$ cat src/rtl/game_ctrl.sv
// rtl/game_ctrl.sv - pong match controller: scores, serve timing, win detection, game-over.
// Optional GAME_CTRL_WIN_BY_TWO_EN: winner must lead every other player by two points.
module game_ctrl #(
    parameter int N_PLAYERS    = 2,
    parameter int SCORE_W      = 4,
    parameter int WIN_SCORE    = 11,
    parameter int SERVE_FRAMES = 60,
    localparam int PW          = $clog2(N_PLAYERS)
) (
    input  logic                           clk,
    input  logic                           reset_n,
    input  logic                           vsync,
    input  logic                           start,
    input  logic [N_PLAYERS-1:0]           miss,
    input  logic [PW-1:0]                  last_hit,
    output logic [N_PLAYERS*SCORE_W-1:0]   score,
    output logic [N_PLAYERS-1:0]           score_pulse,
    output logic                           ball_reset,
    output logic                           ball_run,
    output logic [PW-1:0]                  serve_dir,
    output logic                           game_over,
    output logic [PW-1:0]                  winner
);

    localparam logic [SCORE_W-1:0] SCORE_MAX = '1;
    localparam logic [SCORE_W-1:0] WIN_VAL   = SCORE_W'(WIN_SCORE);
    localparam int                 CNT_W     = (SERVE_FRAMES < 2) ? 1 : $clog2(SERVE_FRAMES + 1);
    localparam logic [CNT_W-1:0]   SERVE_END = CNT_W'(SERVE_FRAMES);

    typedef enum logic [2:0] {IDLE, SERVE, PLAY, CHECK, OVER} state_t;

    state_t               state, state_nxt;
    logic                 vsync_q, start_q;
    logic [N_PLAYERS-1:0] miss_q;
    logic                 frame_tick, start_rise;
    logic [N_PLAYERS-1:0] miss_rise;
    logic [SCORE_W-1:0]   scores [N_PLAYERS];
    logic [CNT_W-1:0]     serve_cnt;
    logic [PW-1:0]        loser, scorer, scorer_q;
    logic [SCORE_W-1:0]   sel_score;
    logic                 win_cond;
    logic                 clr, hit, win;

    assign frame_tick = vsync_q & ~vsync;
    assign start_rise = start & ~start_q;
    assign miss_rise  = miss & ~miss_q;

    for (genvar g = 0; g < N_PLAYERS; g++) begin : g_score
        assign score[g*SCORE_W +: SCORE_W] = scores[g];
    end

    always_ff @(posedge clk or negedge reset_n) begin
        if (!reset_n) begin
            vsync_q <= 1'b1;
            start_q <= 1'b0;
            miss_q  <= '0;
        end else begin
            vsync_q <= vsync;
            start_q <= start;
            miss_q  <= miss;
        end
    end

    // Lowest missing goal loses; a self-hit or out-of-range last_hit credits the next player.
    always_comb begin
        loser = '0;
        for (int i = N_PLAYERS - 1; i >= 0; i--) begin
            if (miss_rise[i]) loser = PW'(i);
        end
        if (last_hit != loser && int'(last_hit) < N_PLAYERS) scorer = last_hit;
        else if (int'(loser) == N_PLAYERS - 1)               scorer = '0;
        else                                                 scorer = loser + PW'(1);
    end

    always_comb begin
        sel_score = '0;
        for (int i = 0; i < N_PLAYERS; i++) begin
            if (PW'(i) == scorer_q) sel_score = scores[i];
        end
    end

`ifdef GAME_CTRL_WIN_BY_TWO_EN
    logic lead_ok;
    always_comb begin
        lead_ok = 1'b1;
        for (int j = 0; j < N_PLAYERS; j++) begin
            if (PW'(j) != scorer_q &&
                {1'b0, sel_score} < ({1'b0, scores[j]} + (SCORE_W + 1)'(2)))
                lead_ok = 1'b0;
        end
        // A saturated score always wins so the match cannot stall.
        win_cond = (sel_score == SCORE_MAX) || (sel_score >= WIN_VAL && lead_ok);
    end
`else
    assign win_cond = (sel_score >= WIN_VAL);
`endif

    always_ff @(posedge clk or negedge reset_n) begin
        if (!reset_n) state <= IDLE;
        else          state <= state_nxt;
    end

    always_comb begin
        state_nxt = state;
        clr       = 1'b0;
        hit       = 1'b0;
        win       = 1'b0;
        case (state)
            IDLE: begin
                if (start_rise) begin
                    clr       = 1'b1;
                    state_nxt = SERVE;
                end
            end
            SERVE: begin
                if (serve_cnt == SERVE_END) state_nxt = PLAY;
            end
            PLAY: begin
                if (|miss_rise) begin
                    hit       = 1'b1;
                    state_nxt = CHECK;
                end
            end
            CHECK: begin
                if (win_cond) begin
                    win       = 1'b1;
                    state_nxt = OVER;
                end else begin
                    state_nxt = SERVE;
                end
            end
            OVER: begin
                if (start_rise) begin
                    clr       = 1'b1;
                    state_nxt = SERVE;
                end
            end
            default: state_nxt = IDLE;
        endcase
    end

    always_ff @(posedge clk or negedge reset_n) begin
        if (!reset_n) begin
            for (int i = 0; i < N_PLAYERS; i++) scores[i] <= '0;
            score_pulse <= '0;
            ball_reset  <= 1'b1;
            ball_run    <= 1'b0;
            serve_dir   <= '0;
            game_over   <= 1'b0;
            winner      <= '0;
            scorer_q    <= '0;
            serve_cnt   <= '0;
        end else begin
            ball_run   <= (state_nxt == PLAY);
            ball_reset <= (state_nxt != PLAY);
            for (int i = 0; i < N_PLAYERS; i++) begin
                score_pulse[i] <= hit && (PW'(i) == scorer);
                if (clr)
                    scores[i] <= '0;
                else if (hit && PW'(i) == scorer && scores[i] != SCORE_MAX)
                    scores[i] <= scores[i] + SCORE_W'(1);
            end
            if (clr) begin
                serve_dir <= '0;
                game_over <= 1'b0;
                winner    <= '0;
            end
            if (hit) begin
                serve_dir <= loser;
                scorer_q  <= scorer;
            end
            if (win) begin
                game_over <= 1'b1;
                winner    <= scorer_q;
            end
            // Counter restarts on every entry into SERVE and stops at the target.
            if (state_nxt == SERVE && state != SERVE)
                serve_cnt <= '0;
            else if (state == SERVE && frame_tick && serve_cnt != SERVE_END)
                serve_cnt <= serve_cnt + CNT_W'(1);
        end
    end

endmodule

$ cat config.mk
export PLATFORM = sky130hd
export DESIGN_NAME = game_ctrl
export DESIGN_NICKNAME = d
export VERILOG_FILES = /design/src/rtl/game_ctrl.sv
export SDC_FILE = /design/constraint.sdc
export NUM_CORES = 1
export LEC_CHECK = 0
export CAP_MARGIN = 0
export CORE_UTILIZATION = 55
export DETAILED_ROUTE_END_ITERATION = 16
export PLACE_DENSITY = 0.86
export SLEW_MARGIN = 0
export SYNTH_ARGS = -nofsm -noshare
export SYNTH_HDL_FRONTEND = slang
export SYNTH_SLANG_ARGS = --single-unit
$ cat constraint.sdc
create_clock -name clk -period 4.93 [get_ports clk]
set_clock_uncertainty 0.15 [all_clocks]
set_input_delay 0.986 -clock clk [delete_from_list [all_inputs] [get_ports clk]]
set_output_delay 0.986 -clock clk [all_outputs]
set_load 0.1 [all_outputs]
==> results.cfg <==
[power]
p_leak_nw = 0.7397
pwr_density_cell_nw_per_um2 = 332.2
ir_worst_vdd_uv = 209.7

[layout]
num-nets-final = 165
final_cell_mix = dfrtp_1, clkdlybuf4s50_1, nand2_1, nand3_1, a21oi_1
layout_commonest_cell = dfrtp_1
diodes = 0
drive_above_1_share_pct = 9.032
final_util_pct = 72.48
fill_cells = 177
area_growth_pct = 21.83

[critical_path]
path_buf_inv = 1
worstSetupPathType = register to primary output
required_ns = 3.79
r2r-end = serve_cnt[5]$_DFFE_PN0P_
crit_chain = clkdlybuf4s50_1
critPathLaunchType = register
crit_path_end_kind = primary output
slowest_stage = clkdlybuf4s50_1
worst_ep_arrival_time_ns = 1.95
cp_max_fo = 1
r2r_start = state[1]$_DFF_PN0_
crit_family = buffers and inverters
reg2reg_slack_ns = 2.94
rr_worst_depth = 4
slowest_delay_ns = 1.12

[worst_hold_path]
holdPathEnd = game_over$_DFFE_PN0P_
hp-start = game_over$_DFFE_PN0P_
hold_class = register to register
hold_depth = 2

[clocking]
cts_resized = 0
hold_buffers = 0
clock_latency_ns = 0.32
clkTransAtPathRegs_ns = 0.08
cts_sinks = 29
cts_setup_buffers = 0
clock_path_buffers = 2
cts_buffers = 5
cts_root_buf = clkbuf_4
cts_max_level = 2
cts_tree = built

[synthesis]
synthXorXnorAreaFrac_pct = 2.612
synthSimpleGateAreaFrac_pct = 20.52
synth_compound_gate_area_share_pct = 12.22
synth_warnings = 0
synth.distinct_cells = 32
syn_area_um2 = 1341
synthAdderAreaFrac_pct = 3.731
synth_seq_cells = 29
synth_cells = 128
synth.avg_cell_area_um2 = 10.48
synth_top_family_by_area = simple AND/OR/NAND/NOR gates
synthMuxAreaShare_pct = 3.731
syn_nets = 139
yosysSeqAreaShare_pct = 54.29

[route]
viasPerCell = 5.617
num_vias = 1028
dr.pass1.iters = 4
drc = 0
routed_wl_um = 2581
drt_iter0_drc = 18
wl_per_cell_um = 14.10
ant_nets = 0

[floorplan]
die_y_um = 51.39
die_w_um = 51.39
rows = 17
io_pins = 22
dieArea_um2 = 2640
start_util_pct = 59.49
design.core.area_um2 = 2255

[status]
outcome = completed

[timing]
post-route-period-util_pct = 62.67
fin_tns_setup_ns = 0
post-route-min-period_ns = 3.089
final.setup.worst_slack_ns = 1.841
finalSetupViolations = 0
worst_hold_slack_ns = 0.3425
slew_viol_final = 0
slew_headroom_pct = 34.71
rsz0062_at_grt = no
hold_violations = 0
fmax_mhz = 323.7
worst-slew-pin-transition_ns = 0.9762

[place]
io_buffers = 20
dpl.hpwl_um = 1847
pre_cts_slack_ns = 2.016
gp_congestion = 0.8138

[run]
drv_cap = 0

[global_route]
grt_first_pass_wirelength_um = 4347
overflow = 0
grt_max_degree = 30
antenna_found_initial = 0
track_usage_pct = 23.16
grt_pass1_vias = 1065
synth_stat cells:
| cell | instances | area share (%) |
|---|---|---|
| a21oi_1 | 9 | 3.4 |
| and2_1 | 1 | 0.47 |
| and4_1 | 1 | 0.65 |
| buf_2 | 1 | 0.37 |
| clkbuf_1 | 1 | 0.28 |
| dfrtp_1 | 27 | 50 |
| dfstp_2 | 2 | 3.9 |
| ha_1 | 4 | 3.7 |
| inv_1 | 8 | 2.2 |
| mux2i_1 | 5 | 3.7 |
| nand2_1 | 11 | 3.1 |
| nand2b_1 | 1 | 0.47 |
| nand3_1 | 11 | 4.1 |
| nor2_1 | 8 | 2.2 |
| nor2b_1 | 3 | 1.4 |
| nor3_1 | 4 | 1.5 |
| nor3b_2 | 1 | 0.93 |
| nor4_1 | 1 | 0.47 |
| nor4b_4 | 1 | 1.8 |
| o2111ai_1 | 2 | 1.3 |
| o211ai_1 | 2 | 1.1 |
| o211ai_2 | 1 | 0.93 |
| o21a_1 | 1 | 0.56 |
| o21ai_0 | 6 | 2.2 |
| o21ai_1 | 1 | 0.37 |
| o31ai_1 | 3 | 1.7 |
| o32ai_1 | 1 | 0.65 |
| or2_2 | 2 | 0.93 |
| or3_1 | 3 | 1.4 |
| or4_1 | 2 | 1.1 |
| xnor2_1 | 1 | 0.65 |
| xor2_1 | 3 | 2.0 |
power by group:
part / total (mW) / internal [mW] / switching (mW)
sequential: 0.285 / 0.260 / 0.0254
combinational: 0.108 / 0.0413 / 0.0665
clock: 0.150 / 0.0703 / 0.0793
kinds of logic after synthesis:
group                      after synthesis
and+or+nand+nor                         50
xor gates and xnor gates                 4
AOI/OAI and AO/OA                       26
DFF                                     29
adders and majority gates                4
buffers and inverters                   10
muxes                                    5
worst max path at each step:
stage | end | from | cells past startpoint | slack, ns
floorplan | serve_cnt[5]$_DFFE_PN0P_ | vsync | 4 | 2.66
global placement | serve_cnt[0]$_DFFE_PN0P_ | start | 5 | 2.06
detailed placement | serve_cnt[1]$_DFFE_PN0P_ | start | 5 | 2.02
CTS | ball_reset | ball_reset$_DFF_PN1_ | 1 | 1.83
global route | score[0] | score[0]$_DFFE_PN0P_ | 1 | 1.80
finish | ball_reset | ball_reset$_DFF_PN1_ | 1 | 1.84
flip-flops by register name, indices dropped and copies added (netlist names):
| register | flops |
|---|---|
| score | 8 |
| serve_cnt | 6 |
| state | 3 |
| miss_q | 2 |
| score_pulse | 2 |
| ball_reset | 1 |
| ball_run | 1 |
| game_over | 1 |
| scorer_q | 1 |
| serve_dir | 1 |
| start_q | 1 |
| vsync_q | 1 |
| winner | 1 |
per-stage QoR:
stage               area [µm²]  std cells  power, mW
global route              1634        183     0.5693
global placement          1575        175     0.3892
detailed placement        1575        175     0.3981
floorplan                 1341        128     0.3631
finish                    1634        183     0.5428
CTS                       1634        183     0.5453
layer usage:
| metal | wire, µm | up-vias | GRT usage [%] |
|---|---|---|---|
| met4 | 30 | 0 | 12.61 |
| met3 | 106 | 4 | 6.250 |
| met5 | 0 | - | 0 |
| met2 | 1312 | 26 | 39.39 |
| li1 | - | 506 | - |
| met1 | 1131 | 492 | 26.06 |
cell type report:
type	instances	area, µm²	area share, %
clock buffers	8	58.81	3.599
inverters	8	30.03	1.838
multi-input cells	89	574.3	35.15
flip-flops and latches	29	728.2	44.56
well taps	28	35.03	2.144
repair buffers	21	207.7	12.71
No activity file was read; power rests on OpenSTA's default activity.
